### src/rtl/vgather_stream_pkg.sv
// vgather_stream shared types and defaults.
// Element, lane and length types for the gather front end of the sum tree.
package vgather_stream_pkg;
  localparam int VS_DEF  = 16;
  localparam int INT_DEF = 16;

  typedef logic [INT_DEF-1:0]         elem_t;
  typedef logic [$clog2(VS_DEF)-1:0]  lane_t;
  typedef logic [$clog2(VS_DEF):0]    len_t;
  typedef elem_t [VS_DEF-1:0]         vec_t;

  function automatic int tree_latency(input int vs);
    return $clog2(vs);
  endfunction
endpackage

### src/rtl/vgather_stream_if.sv
// Stream-in / vector-out bundle of vgather_stream.
// master drives the element stream; slave is the gather block.
interface vgather_stream_if
  import vgather_stream_pkg::*;
#(
  parameter int VECTOR_SIZE = VS_DEF,
  parameter int INT_SIZE    = INT_DEF
);
  localparam int LW = $clog2(VECTOR_SIZE);

  logic [INT_SIZE-1:0]                  in_data;
  logic                                 in_valid;
  logic                                 in_last;
  logic                                 flush;
  logic                                 in_ready;
  logic [VECTOR_SIZE-1:0][INT_SIZE-1:0] x;
  logic                                 x_valid;
  logic                                 y_valid;
  logic [LW:0]                          y_len;

  modport master (
    output in_data, in_valid, in_last, flush,
    input  in_ready, x, x_valid, y_valid, y_len
  );

  modport slave (
    input  in_data, in_valid, in_last, flush,
    output in_ready, x, x_valid, y_valid, y_len
  );
endinterface

### src/rtl/vgather_stream_tag_delay.sv
// Async-reset shift register that carries the {valid,len} tag
// alongside the reduce tree so results come out framed.
module vgather_stream_tag_delay #(
  parameter int DEPTH = 4,
  parameter int W     = 6
) (
  input  logic         clock,
  input  logic         resetn,
  input  logic [W-1:0] d_i,
  output logic [W-1:0] q_o
);
  logic [DEPTH-1:0][W-1:0] sr_q;

  always_ff @(posedge clock or negedge resetn) begin
    if (!resetn) begin
      sr_q <= '0;
    end else begin
      sr_q[0] <= d_i;
      for (int i = 1; i < DEPTH; i++) begin
        sr_q[i] <= sr_q[i-1];
      end
    end
  end

  assign q_o = sr_q[DEPTH-1];
endmodule

### src/rtl/vgather_stream.sv
// Packs a serial element stream into zero-padded vectors for the
// reduce-sum tree and frames the tree output with y_valid/y_len.
module vgather_stream
  import vgather_stream_pkg::*;
#(
  parameter int VECTOR_SIZE = VS_DEF,
  parameter int INT_SIZE    = INT_DEF,
  parameter int LATENCY     = tree_latency(VECTOR_SIZE)
) (
  input  logic            clock,
  input  logic            resetn,
  vgather_stream_if.slave io
);
  localparam int LW = $clog2(VECTOR_SIZE);

  typedef logic [LW-1:0] lanew_t;
  typedef logic [LW:0]   lenw_t;
  typedef logic [VECTOR_SIZE-1:0][INT_SIZE-1:0] vecw_t;

  vecw_t  fill_q, fill_d, merged;
  vecw_t  x_q, x_d;
  lanew_t lane_q, lane_d;
  lenw_t  len_q, len_d, used;
  logic   xv_q, xv_d;
  logic   rdy_q;
  logic   accept, emit;

  always_ff @(posedge clock or negedge resetn) begin
    if (!resetn) begin
      fill_q <= '0;
      x_q    <= '0;
      lane_q <= '0;
      len_q  <= '0;
      xv_q   <= 1'b0;
      rdy_q  <= 1'b0;
    end else begin
      fill_q <= fill_d;
      x_q    <= x_d;
      lane_q <= lane_d;
      len_q  <= len_d;
      xv_q   <= xv_d;
      rdy_q  <= 1'b1;
    end
  end

  always_comb begin
    accept = io.in_valid & rdy_q;
    merged = fill_q;
    if (accept) merged[lane_q] = io.in_data;
    used = lenw_t'(lane_q) + lenw_t'(accept);
    // empty flush never emits, so a zero-length vector cannot exist
    emit = (accept & ((lane_q == lanew_t'(VECTOR_SIZE-1)) | io.in_last))
         | (io.flush & ((lane_q != '0) | accept));
  end

  always_comb begin
    x_d    = x_q;
    fill_d = merged;
    lane_d = lane_q + lanew_t'(accept);
    xv_d   = 1'b0;
    len_d  = '0;
    unique case (1'b1)
      emit: begin
        x_d    = merged;
        fill_d = '0;
        lane_d = '0;
        xv_d   = 1'b1;
        len_d  = used;
      end
      default: ;
    endcase
  end

  vgather_stream_tag_delay #(
    .DEPTH(LATENCY),
    .W    (LW + 2)
  ) u_tag (
    .clock (clock),
    .resetn(resetn),
    .d_i   ({xv_q, len_q}),
    .q_o   ({io.y_valid, io.y_len})
  );

  assign io.in_ready = rdy_q;
  assign io.x        = x_q;
  assign io.x_valid  = xv_q;
endmodule

### src/flat_wrapper.sv
// flat-port wrapper written by rule: the top's interface ports become plain ports
module vgather_stream_flat import vgather_stream_pkg::*;
#(
  parameter int VECTOR_SIZE = VS_DEF,
  parameter int INT_SIZE    = INT_DEF,
  parameter int LATENCY     = tree_latency(VECTOR_SIZE)
)
  (clock, resetn, io_in_data, io_in_valid, io_in_last, io_flush, io_in_ready, io_x, io_x_valid, io_y_valid, io_y_len);
  vgather_stream_if #(.VECTOR_SIZE(VECTOR_SIZE), .INT_SIZE(INT_SIZE)) io_i ();
  input  logic clock;
  input  logic resetn;
  input wire logic [$bits(io_i.in_data)-1:0] io_in_data;
  input wire logic [$bits(io_i.in_valid)-1:0] io_in_valid;
  input wire logic [$bits(io_i.in_last)-1:0] io_in_last;
  input wire logic [$bits(io_i.flush)-1:0] io_flush;
  output wire logic [$bits(io_i.in_ready)-1:0] io_in_ready;
  output wire logic [$bits(io_i.x)-1:0] io_x;
  output wire logic [$bits(io_i.x_valid)-1:0] io_x_valid;
  output wire logic [$bits(io_i.y_valid)-1:0] io_y_valid;
  output wire logic [$bits(io_i.y_len)-1:0] io_y_len;
  assign io_i.in_data = io_in_data;
  assign io_i.in_valid = io_in_valid;
  assign io_i.in_last = io_in_last;
  assign io_i.flush = io_flush;
  assign io_in_ready = io_i.in_ready;
  assign io_x = io_i.x;
  assign io_x_valid = io_i.x_valid;
  assign io_y_valid = io_i.y_valid;
  assign io_y_len = io_i.y_len;
  vgather_stream #(.VECTOR_SIZE(VECTOR_SIZE), .INT_SIZE(INT_SIZE), .LATENCY(LATENCY)) u_core (.clock(clock), .resetn(resetn), .io(io_i));
endmodule
### config.mk
export PLATFORM = sky130hd
export DESIGN_NAME = vgather_stream_flat
export DESIGN_NICKNAME = d
export VERILOG_FILES = /design/src/rtl/vgather_stream_pkg.sv /design/src/rtl/vgather_stream_if.sv /design/src/rtl/vgather_stream_tag_delay.sv /design/src/rtl/vgather_stream.sv /design/src/flat_wrapper.sv
export SDC_FILE = /design/constraint.sdc
export NUM_CORES = 1
export LEC_CHECK = 0
export ABC_AREA = 1
export BUFFER_PORTS_ARGS = -buffer_cell sky130_fd_sc_hd__buf_2
export CORE_ASPECT_RATIO = 1.75
export CORE_UTILIZATION = 60
export DETAILED_ROUTE_END_ITERATION = 8
export PLACE_DENSITY_LB_ADDON = 0.25
export SKIP_LAST_GASP = 1
export SYNTH_ARGS = -nofsm -noshare
export SYNTH_HDL_FRONTEND = slang
export SYNTH_SLANG_ARGS = --single-unit
### constraint.sdc
create_clock -name clock -period 3 [get_ports clock]
set_clock_uncertainty 0.2 [all_clocks]
set_input_delay 0.45 -clock clock [delete_from_list [all_inputs] [get_ports clock]]
set_output_delay 0.45 -clock clock [all_outputs]
set_load 0.02 [all_outputs]
=== After elaboration in Yosys (flattened, before gate mapping) ===
Cells that the tools add are included.

* Bits of input ports: 21
* Output and inout bits: 264
* Bits in latches: 0
* Flip-flop bits (word level): 547
* Memories kept: 0
* Bits in writable memories: 0
* Bits in read-only memories: 0
* Word-level logic and storage cells: 61

* Shift operators: 0
* $mul: 0
* Reduce and logical (&&, ||, !) cells: 2
* Magnitude comparators: 2
* Add/sub/neg operators: 2
* Bitwise operators: 6
* Muxes and demuxes: 8
* Equal/unequal tests: 1
* Div/mod/pow operators: 0

{| class="wikitable"
|+ Operator list
! operator !! count
|-
| $mux 256 || 2
|-
| $bwmux 256 || 1
|-
| $demux 16 s4 || 1
|-
| $mux 16 || 1
|-
| $add 4x1->5 || 1
|-
| $lt 4x5->1 const B || 1
|-
| $mux 5 || 1
|-
| $add 4x1->4 || 1
|-
| $eq 4x4->1 const B || 1
|-
| $ge 4x1->1 const B || 1
|-
| $mux 4 || 1
|-
| $reduce_bool 4->1 || 1
|-
| $and 1x1->1 || 3
|-
| $or 1x1->1 || 3
|-
| $logic_and 1x1->1 || 1
|-
| $mux 1 || 1
|}

=== Logic depth before layout (Yosys ltp) ===
Gate-level depths: netlist of run 1.

* Depth in word-level cells: 7
* Depth in mapped cells: 11
* Gate-level depth less buffers: 9

=== Hierarchy ===
From an unflattened synthesis of run 1, not the netlist that was laid out.

* Cell total of the unflattened synthesis: 2636
* Area total of the unflattened synthesis: 22912.0 um2

{| class="wikitable"
|+ Modules (own cells, without submodules)
! module !! area an instance (um2) !! seq. area each (um2) !! cells an instance !! instances
|-
| vgather_stream || 22266.4 || 13087.6 || 2606 || 1
|-
| vgather_stream_tag_delay || 645.6 || 600.6 || 30 || 1
|}

=== Least setup slack after synthesis of run 1 ===
No wires, ideal clock.

* Kind: register to register
* Start point: reg u_core.rdy_q (netlist: u_core.io.in_ready)
* End point: reg u_core.len_q[2]
* Data required time: 2.687 ns
* Period minus slack after synthesis: 2.137 ns
* Path buffers: 2
* Arrival: 1.824 ns
* Setup time: 0.113 ns
* Stages on the path, launching flop included: 12
* Path slack: 0.863 ns
* Path through: dfrtp_1 > nand2_4 > clkinv_1 > buf_2 > buf_1 > nand2_1 > inv_1 > ha_1 > xnor2_1 > inv_1 > nand2_1 > inv_1

* Word-level cells in the longest chain between the ends: 5
* Elaborated cells on any way between the ends: 7
* Those cells by class: 1 x add/sub; 1 x mux; 5 x bitwise

{| class="wikitable"
|+ RTL lines
! element !! RTL line !! source
|-
| from (decl) || vgather_stream.sv:25 || <nowiki>logic rdy_q;</nowiki>
|-
| from (signal assigned) || vgather_stream.sv:35 || <nowiki>rdy_q <= 1'b0;</nowiki>
|-
| from (signal assigned) || vgather_stream.sv:42 || <nowiki>rdy_q <= 1'b1;</nowiki>
|-
| $and 1x1->1 * || vgather_stream.sv:47 || <nowiki>accept = io.in_valid & rdy_q;</nowiki>
|-
| parallel branches: the longest is 3 deep, another holds $add 4x1->5 || - ||
|-
| $mux 5 * || vgather_stream.sv:62 || <nowiki>unique case (1'b1)</nowiki>
|-
| named net u_core.len_d[2] || vgather_stream.sv:23 || <nowiki>lenw_t len_q, len_d, used;</nowiki>
|-
| to (signal assigned) || vgather_stream.sv:40 || <nowiki>len_q <= len_d;</nowiki>
|-
| to (decl) || vgather_stream.sv:23 ||
|}

Mark *: on every way through the listed nets, which the timed path passes.
A chain may end at the register's enable or synchronous reset.

=== Worst setup path after layout of run 1 ===
* Start point: reg u_core.lane_q[2]
* End point: reg u_core.x_q (netlist bit u_core.io.x[13])

* Word-level cells in the longest chain between the ends: 6
* Elaborated cells on any way between the ends: 14
* Those cells by class: 2 x order compare; 1 x eq/ne; 4 x mux; 5 x bitwise; 2 x reduce/logical

{| class="wikitable"
|+ RTL lines
! element !! RTL line !! source
|-
| from (decl) || vgather_stream.sv:22 || <nowiki>lanew_t lane_q, lane_d;</nowiki>
|-
| from (signal assigned) || vgather_stream.sv:39 || <nowiki>lane_q <= lane_d;</nowiki>
|-
| $lt 4x5->1 (implied by the code) or $ge 4x1->1 (tied branches) || vgather_stream.sv:49 || <nowiki>if (accept) merged[lane_q] = io.in_data;</nowiki>
|-
| $logic_and 1x1->1 (implied by the code) || vgather_stream.sv:49 ||
|-
| $mux 16 (implied by the code) || vgather_stream.sv:49 ||
|-
| $demux 16 s4 || - ||
|-
| $bwmux 256 || vgather_stream.sv:49 ||
|-
| $mux 256 || vgather_stream.sv:49 ||
|-
| to (signal assigned) || vgather_stream.sv:31 || <nowiki>x_q <= '0;</nowiki>
|-
| to (signal assigned) || vgather_stream.sv:38 || <nowiki>x_q <= x_d;</nowiki>
|-
| to (decl) || vgather_stream.sv:21 || <nowiki>vecw_t x_q, x_d;</nowiki>
|}

Several ways; a longest one is shown, not always the timed one.

==> results of run 1 <==
power groups by stage:
stage	Sequential, mW	Clock [mW]	Combinational (mW)
finish	7.92	6.46	2.91
global placement	8.04	0	2.83
floorplan	8.25	0	1.57
CTS	7.91	6.52	2.89
detailed placement	8.05	0	2.87
global route	7.94	6.82	3.14
worst register-to-register path: cells and delay by family, from the launching register on:
| family | cells | cell delay, ns |
|---|---|---|
| compound gates | 1 | 0.78 |
| simple gates | 4 | 0.58 |
| flops | 1 | 0.48 |
| buf+inv | 1 | 0.35 |
layer usage:
metal,up-vias,routed length (microns)
met1,9481,24100
met2,933,32200
li1,8932,-
met3,224,4630
met4,0,4030
met5,-,0
worst max path at each step:
stage | slack [ns] | start | endpoint
floorplan | 0.86 | u_core.io.in_ready | u_core.len_q[2]
CTS | 0.57 | u_core.lane_q[2] | u_core.io.x[13]
global route | 0.37 | u_core.lane_q[2] | u_core.io.x[31]
global placement | 0.65 | io_in_valid | u_core.io.x[124]
detailed placement | 0.61 | u_core.lane_q[2] | u_core.io.x[13]
finish | 0.55 | u_core.lane_q[2] | u_core.io.x[13]
cell type report:
class	instances	area, sq um	share of cell area (%)
flip-flops and latches	547	13700	52.0
diodes	2	5.00	0.0190
inverters	13	48.8	0.186
well taps	480	601	2.28
clock buffers	68	1400	5.31
multi-input cells	1853	8080	30.7
clock inverters	15	229	0.871
repair buffers	350	2250	8.57
registers in the layout, indices dropped and copies added, names as in the netlist:
signal / count
u_core.fill_q: 256
u_core.io.x: 256
u_core.u_tag.sr_q: 18
u_core.u_tag.q_o: 6
u_core.len_q: 5
u_core.lane_q: 4
u_core.io.in_ready: 1
u_core.io.x_valid: 1
cell usage in the layout (no fill, tap or decap), types with 2 or more instances in the layout:
cell,n
nand2_1,1046
dfrtp_1,547
nand3_1,508
buf_2,283
a21oi_1,257
clkbuf_16,49
buf_4,39
buf_12,26
nand4_1,16
inv_1,11
clkbuf_8,10
clkbuf_1,9
nor2_4,8
clkinv_2,8
nor2_1,7
bufinv_16,6
diode_2,2
nor2_2,2
nand2_4,2
through the flow:
stage	std cells	power (mW)
5_1_grt	3327	17.9
3_5_place_dp	3242	10.9
6_report	3328	17.3
3_3_place_gp	3242	10.9
4_1_cts	3326	17.3
2_1_floorplan	2635	9.82
cells by family (layout without fill, tap and decap cells):
kind of cell	count (synthesis)	count (layout)	synth area share, %
AND/OR/NAND/NOR	1591	1591	29.3
other	1	3	0.0165
buffers and inverters	235	446	4.73
AO/OA/AOI/OAI	259	259	5.71
flip-flops	547	547	60.1
XOR/XNOR	1	1	0.0385
adder cells (fa/ha/maj)	1	1	0.0550
==> flow_summary.toml, run 1 <==
[worst_setup_path]
cp_max_fo = 56
path_buf_inv = 1
max_stage_delay_ns = 0.78
reg2regPathDepth = 6
crit_path_frequent_cell = "nand2_1"
r2r_start = "u_core.lane_q[2]"
r2r_setup_slack_ns = 0.55
crit_path_start_kind = "register"
cp_top_family = "compound AO/OA/AOI/OAI gates"
crit_path_top_delay_cell = "o21ai_4"
regToRegEndpoint = "u_core.io.x[13]"
cp.depth = 6
crit_chain = "nand2_1 -> nor2_1 -> o21ai_4 -> buf_12 -> nand3_1 -> nand2_1"
arrival_ns = 2.75
crit_required_ns = 3.31
endpoint_kind = "register"
criticalPathCategory = "register to register"

[floorplanning]
core_area_sq_mm = 0.0375
die-width_microns = 149
std_cell_rows = 94
dieHeight_microns = 260
initial_utilization_pct = 60.7
die-area_sq_mm = 0.0387
io_pins = 285

[power_and_ir_drop]
p_int_mw = 12.2
switchingPower_mw = 5.11
ir_drop_uv = 598
seq_power_share_pct = 45.8
power.share.clock_pct = 37.4
swShare_pct = 29.5
comb_power_share_pct = 16.8
leakagePower_nw = 15.3
power_density_mw_per_mm2 = 657

[logic_synthesis]
async_flop_share_pct = 100
synth-main-ff-cell = "dfrtp_1"
synth_warnings = 0
synth_top_cell_area_share_pct = 60.1
ys_seq_area_share_pct = 60.1
synth_cell_types = 22
synth_area_leaders = "dfrtp_1 (60%), nand2_1 (17%), nand3_1 (11%), a21oi_1 (5.7%), buf_2 (3.1%)"
yosysTopAreaCell = "dfrtp_1"
syn_area_sq_mm = 0.0228
ys_top_cells_by_count = "nand2_1 (1047), dfrtp_1 (547), nand3_1 (508)"
syn_area_per_cell_sq_um = 8.64
synth.ff_latch_count = 547
synthCells = 2635
synth-edff-count = 0
synth_nets = 2657
post-synth-top-count-cell = "nand2_1"

[place]
hpwl_microns = 39500
place_area_sq_mm = 0.0247
gp_congestion = 0.833
pre_cts_ws_ns = 0.607
portBuffers = 284

[worst_hold_path]
min_path_type = "register to register"
hp-start = "u_core.u_tag.sr_q[3]"
hold_end = "u_core.u_tag.sr_q[9]"
holdPathStages = 0

[timing]
hold_viol_final = 0
period_minus_slack_ns = 2.45
tns_ns = 0
worst_pin_slew_ns = 1.02
min_period_over_period_pct = 81.5
maxSlewViolCount = 0
fin_ws_ns = 0.555
whs_ns = 0.146
relSlewSlack_pct = 32.1
rsz0062_at_grt = "false"
finalSetupViolations = 0
fmax_mhz = 409

[cts]
cts-hold-fix-buffers = 1
cts_setup_buffers = 0
cts_max_path_buffers = 3
cts.sinks = 547
clock_latency_ns = 0.57
htree_levels = 2
path_clk_slew_ns = 0.07
cts-root-buf = "clkbuf_16"
ctsResizeCount = 0
cts_tree = "yes"
numCtsBuffers = 47

[route]
via_per_inst = 5.88
wl_per_cell_microns = 19.5
routed_wl_microns = 65000
vias = 19570
drt_iter0_markers = 1836
ant_nets = 0
dr.pass1.iters = 6
post-route-drc-count = 0

[final_layout]
postLayoutCellArea_sq_mm = 0.0263
utilization_pct = 70.1
final_nets = 2834
drive_gt1_share_pct = 15.4
syn_to_final_growth_pct = 15.6
nFillCells = 2920

[global_route]
grt_antenna_before_repair = 1
grtUsageMet1_pct = 43.1
met2_usage_pct = 56.3
overflow = 0
grt_util_met3_pct = 4.40
grt.busiest_layer = "met2"
grt_max_degree = 109
grt_usage_pct = 34.1
grt_pass1_vias = 18935
grt_pass1_wl_microns = 102000

[run]
drv_cap = 0

[status]
status = "completed"
Note: power is estimated with default switching activity, not from simulation.
==> run 2, diff against run 1 <==
--- a/config.mk
+++ b/config.mk
@@ -5,10 +5,10 @@
 export SDC_FILE = /design/constraint.sdc
 export NUM_CORES = 1
 export LEC_CHECK = 0
-export ABC_AREA = 1
+export ABC_AREA = 0
 export BUFFER_PORTS_ARGS = -buffer_cell sky130_fd_sc_hd__buf_2
 export CORE_ASPECT_RATIO = 1.75
-export CORE_UTILIZATION = 60
+export CORE_UTILIZATION = 52
 export DETAILED_ROUTE_END_ITERATION = 8
 export PLACE_DENSITY_LB_ADDON = 0.25
 export SKIP_LAST_GASP = 1
==> constraint.sdc (replaced) <==
create_clock -name clock -period 2.17 [get_ports clock]
set_clock_uncertainty 0.2 [all_clocks]
set_input_delay 0.3255 -clock clock [delete_from_list [all_inputs] [get_ports clock]]
set_output_delay 0.3255 -clock clock [all_outputs]
set_load 0.02 [all_outputs]
==> flow_summary.toml, run 2 <==
[route]
ant_nets = 0
wl_per_cell_microns = 22.4
drt_iter0_markers = 1133
vias = 14848
via_per_inst = 5.76
post-route-drc-count = 0
routed_wl_microns = 57700
dr.pass1.iters = 6

[cts]
htree_levels = 2
path_clk_slew_ns = 0.07
numCtsBuffers = 46
cts-root-buf = "clkbuf_16"
cts_tree = "yes"
clock_latency_ns = 0.57
cts.sinks = 547
cts_max_path_buffers = 3

[logic_synthesis]
syn_area_sq_mm = 0.0209
yosysTopAreaCell = "dfrtp_1"
ys_top_cells_by_count = "dfrtp_1 (547), nor2_1 (266), a21oi_1 (256), mux2i_1 (256), nor3_1 (256)"
ys_seq_area_share_pct = 65.5
synthCells = 1778
synth-main-ff-cell = "dfrtp_1"
synth-edff-count = 0
synth_area_leaders = "dfrtp_1 (66%), mux2i_1 (12%), a21oi_1 (6.1%), nor3_1 (6.1%), nor2_1 (4.8%)"
synth_top_cell_area_share_pct = 65.5
synth.ff_latch_count = 547
synth_cell_types = 30
syn_area_per_cell_sq_um = 11.7
post-synth-top-count-cell = "dfrtp_1"
async_flop_share_pct = 100
synth_warnings = 0
synth_nets = 1800

[worst_hold_path]
min_path_type = "input port to asynchronous set/reset pin"

[global_route]
grt_pass1_wl_microns = 87700
grt_pass1_vias = 15014
overflow = 0
grt_antenna_before_repair = 0
grt_usage_pct = 28.1
grt_max_degree = 86

[final_layout]
final_common_cell = "dfrtp_1"
multi_input_area_sq_mm = 0.00642
register_area_sq_mm = 0.0137
utilization_pct = 64.2
final_nets = 2071
nFillCells = 3015
n_antenna_cell = 0
syn_to_final_growth_pct = 21.0
drive_gt1_share_pct = 23.1
final_cell_mix = "dfrtp_1 (543), buf_2 (283), nor2_1 (265)"

[power_and_ir_drop]
finalPower_mw = 35.9
ir_drop_uv = 971
power_density_mw_per_mm2 = 1420
leakagePower_nw = 12.4

[status]
status = "completed"

[floorplanning]
initial_utilization_pct = 53.0
std_cell_rows = 96
die-width_microns = 154
core_area_sq_mm = 0.0394
dieHeight_microns = 267
die-area_sq_mm = 0.0410
io_pins = 285

[worst_setup_path]
endpoint_kind = "register"
cp_top_family = "buffers and inverters"
crit_required_ns = 2.41
criticalPathCategory = "register to register"
r2r_setup_slack_ns = 0.04
crit_path_start_kind = "register"
crit_path_top_delay_cell = "dfrtp_2"
crit_path_frequent_cell = "nor2_4"
arrival_ns = 2.37
crit_chain = "buf_4 -> nand2_2 -> nor2_4 -> nor2_4 -> bufinv_16 -> buf_16 -> a21oi_1"
cp_max_fo = 60
r2r_start = "u_core.lane_q[1]"
regToRegEndpoint = "u_core.io.x[179]"
max_stage_delay_ns = 0.44
path_buf_inv = 3
reg2regPathDepth = 7

[timing]
fmax_mhz = 469
worst_pin_slew_ns = 0.714
min_period_over_period_pct = 98.2
fin_ws_ns = 0.0388
finalSetupViolations = 0
relSlewSlack_pct = 52.4
hold_viol_final = 0
rsz0062_at_grt = "true"
period_minus_slack_ns = 2.13
maxSlewViolCount = 0

[run]
drv_cap = 0

[place]
hpwl_microns = 35400
portBuffers = 284
gp_congestion = 0.814
pre_cts_ws_ns = -0.0489
run 2: changes by cell type after synthesis, sizes merged, moves of 11 or more:
cell,before,now
mux2i,0,256
nand4,16,2
nand2,1049,2
nor3,0,257
nand3,509,2
buf,152,103
nor2,17,275
inv,12,1
clkbuf,70,57
run 2: through the flow:
step	hold WS [ns]	cells	instance area (sq um)	setup TNS (ns)
5_1_grt	0.0781	2576	25300	-3.42
3_3_place_gp	0.0588	2481	23400	0
2_1_floorplan	-0.170	1778	20900	0
3_5_place_dp	0.0634	2481	23400	-1.11
4_1_cts	0.0508	2570	25100	0
6_report	0.0566	2576	25300	0
run 2: kinds of logic (layout without fill, tap and decap cells):
kind of cell,count (synthesis),after routing,share of synthesized area [%]
AO/OA/AOI/OAI,259,259,6.23
XOR/XNOR,3,3,0.126
adder cells (fa/ha/maj),1,1,0.0599
buffers and inverters,161,469,3.87
flip-flops,547,547,65.5
multiplexers,256,256,12.3
other,1,1,0.0180
AND/OR/NAND/NOR,550,550,11.9
run 2: what timing repair did:
action / 4_1_cts / 5_1_grt
pin swaps: 1 / 1
cloned: 1 / 4
endpoints found under the setup margin: 134 / 435
buffers inserted: 2 / 2
hold endpoints to repair: 483 / 0
gates resized for setup: 2 / 10
hold buffers: 1 / 0
run 2: final cells by class:
cell class / instances / area share, %
Clock buffer: 65 / 5.31
Sequential cell: 547 / 54.2
Tap cell: 490 / 2.42
Clock inverter: 20 / 1.30
Multi-Input combinational cell: 1070 / 25.4
Timing Repair inverter: 1 / 0.0346
Timing Repair Buffer: 382 / 11.2
Inverter: 1 / 0.119
run 2: where the power goes:
part	switching (mW)	leakage, nW	internal (mW)
registers	1.98	7.12	13.0
clock network	3.75	0.819	5.30
logic	7.75	4.43	4.09
run 2: worst register-to-register path, cell delays in order, from the launching register on:
cell and delay (ns):
dfrtp_2 0.44, buf_4 0.16, nand2_2 0.14, nor2_4 0.26, nor2_4 0.11, bufinv_16 0.31
buf_16 0.27, a21oi_1 0.13
run 2: how the worst max path moves through the flow:
stage	to	slack [ns]	startpoint	depth (start not counted)
after floorplan	u_core.io.x[22]	0.04	u_core.io.in_ready	7
after global placement	u_core.io.x[184]	0.01	u_core.lane_q[2]	6
after detailed placement	u_core.io.x[187]	-0.05	u_core.lane_q[2]	6
after CTS	u_core.io.x[187]	0.02	u_core.io.in_ready	6
after global routing	u_core.io.x[176]	-0.06	u_core.lane_q[1]	7
final	u_core.io.x[179]	0.04	u_core.lane_q[1]	7
run 2: per-layer routing:
| metal | up-vias | GRT usage (%) | part of all wire (%) |
|---|---|---|---|
| met2 | 503 | 48.6 | 52 |
| met4 | 0 | 9.84 | 2.9 |
| met1 | 7602 | 36.4 | 40 |
| li1 | 6643 | - | - |
| met3 | 100 | 3.48 | 4.7 |
| met5 | - | 0 | 0 |
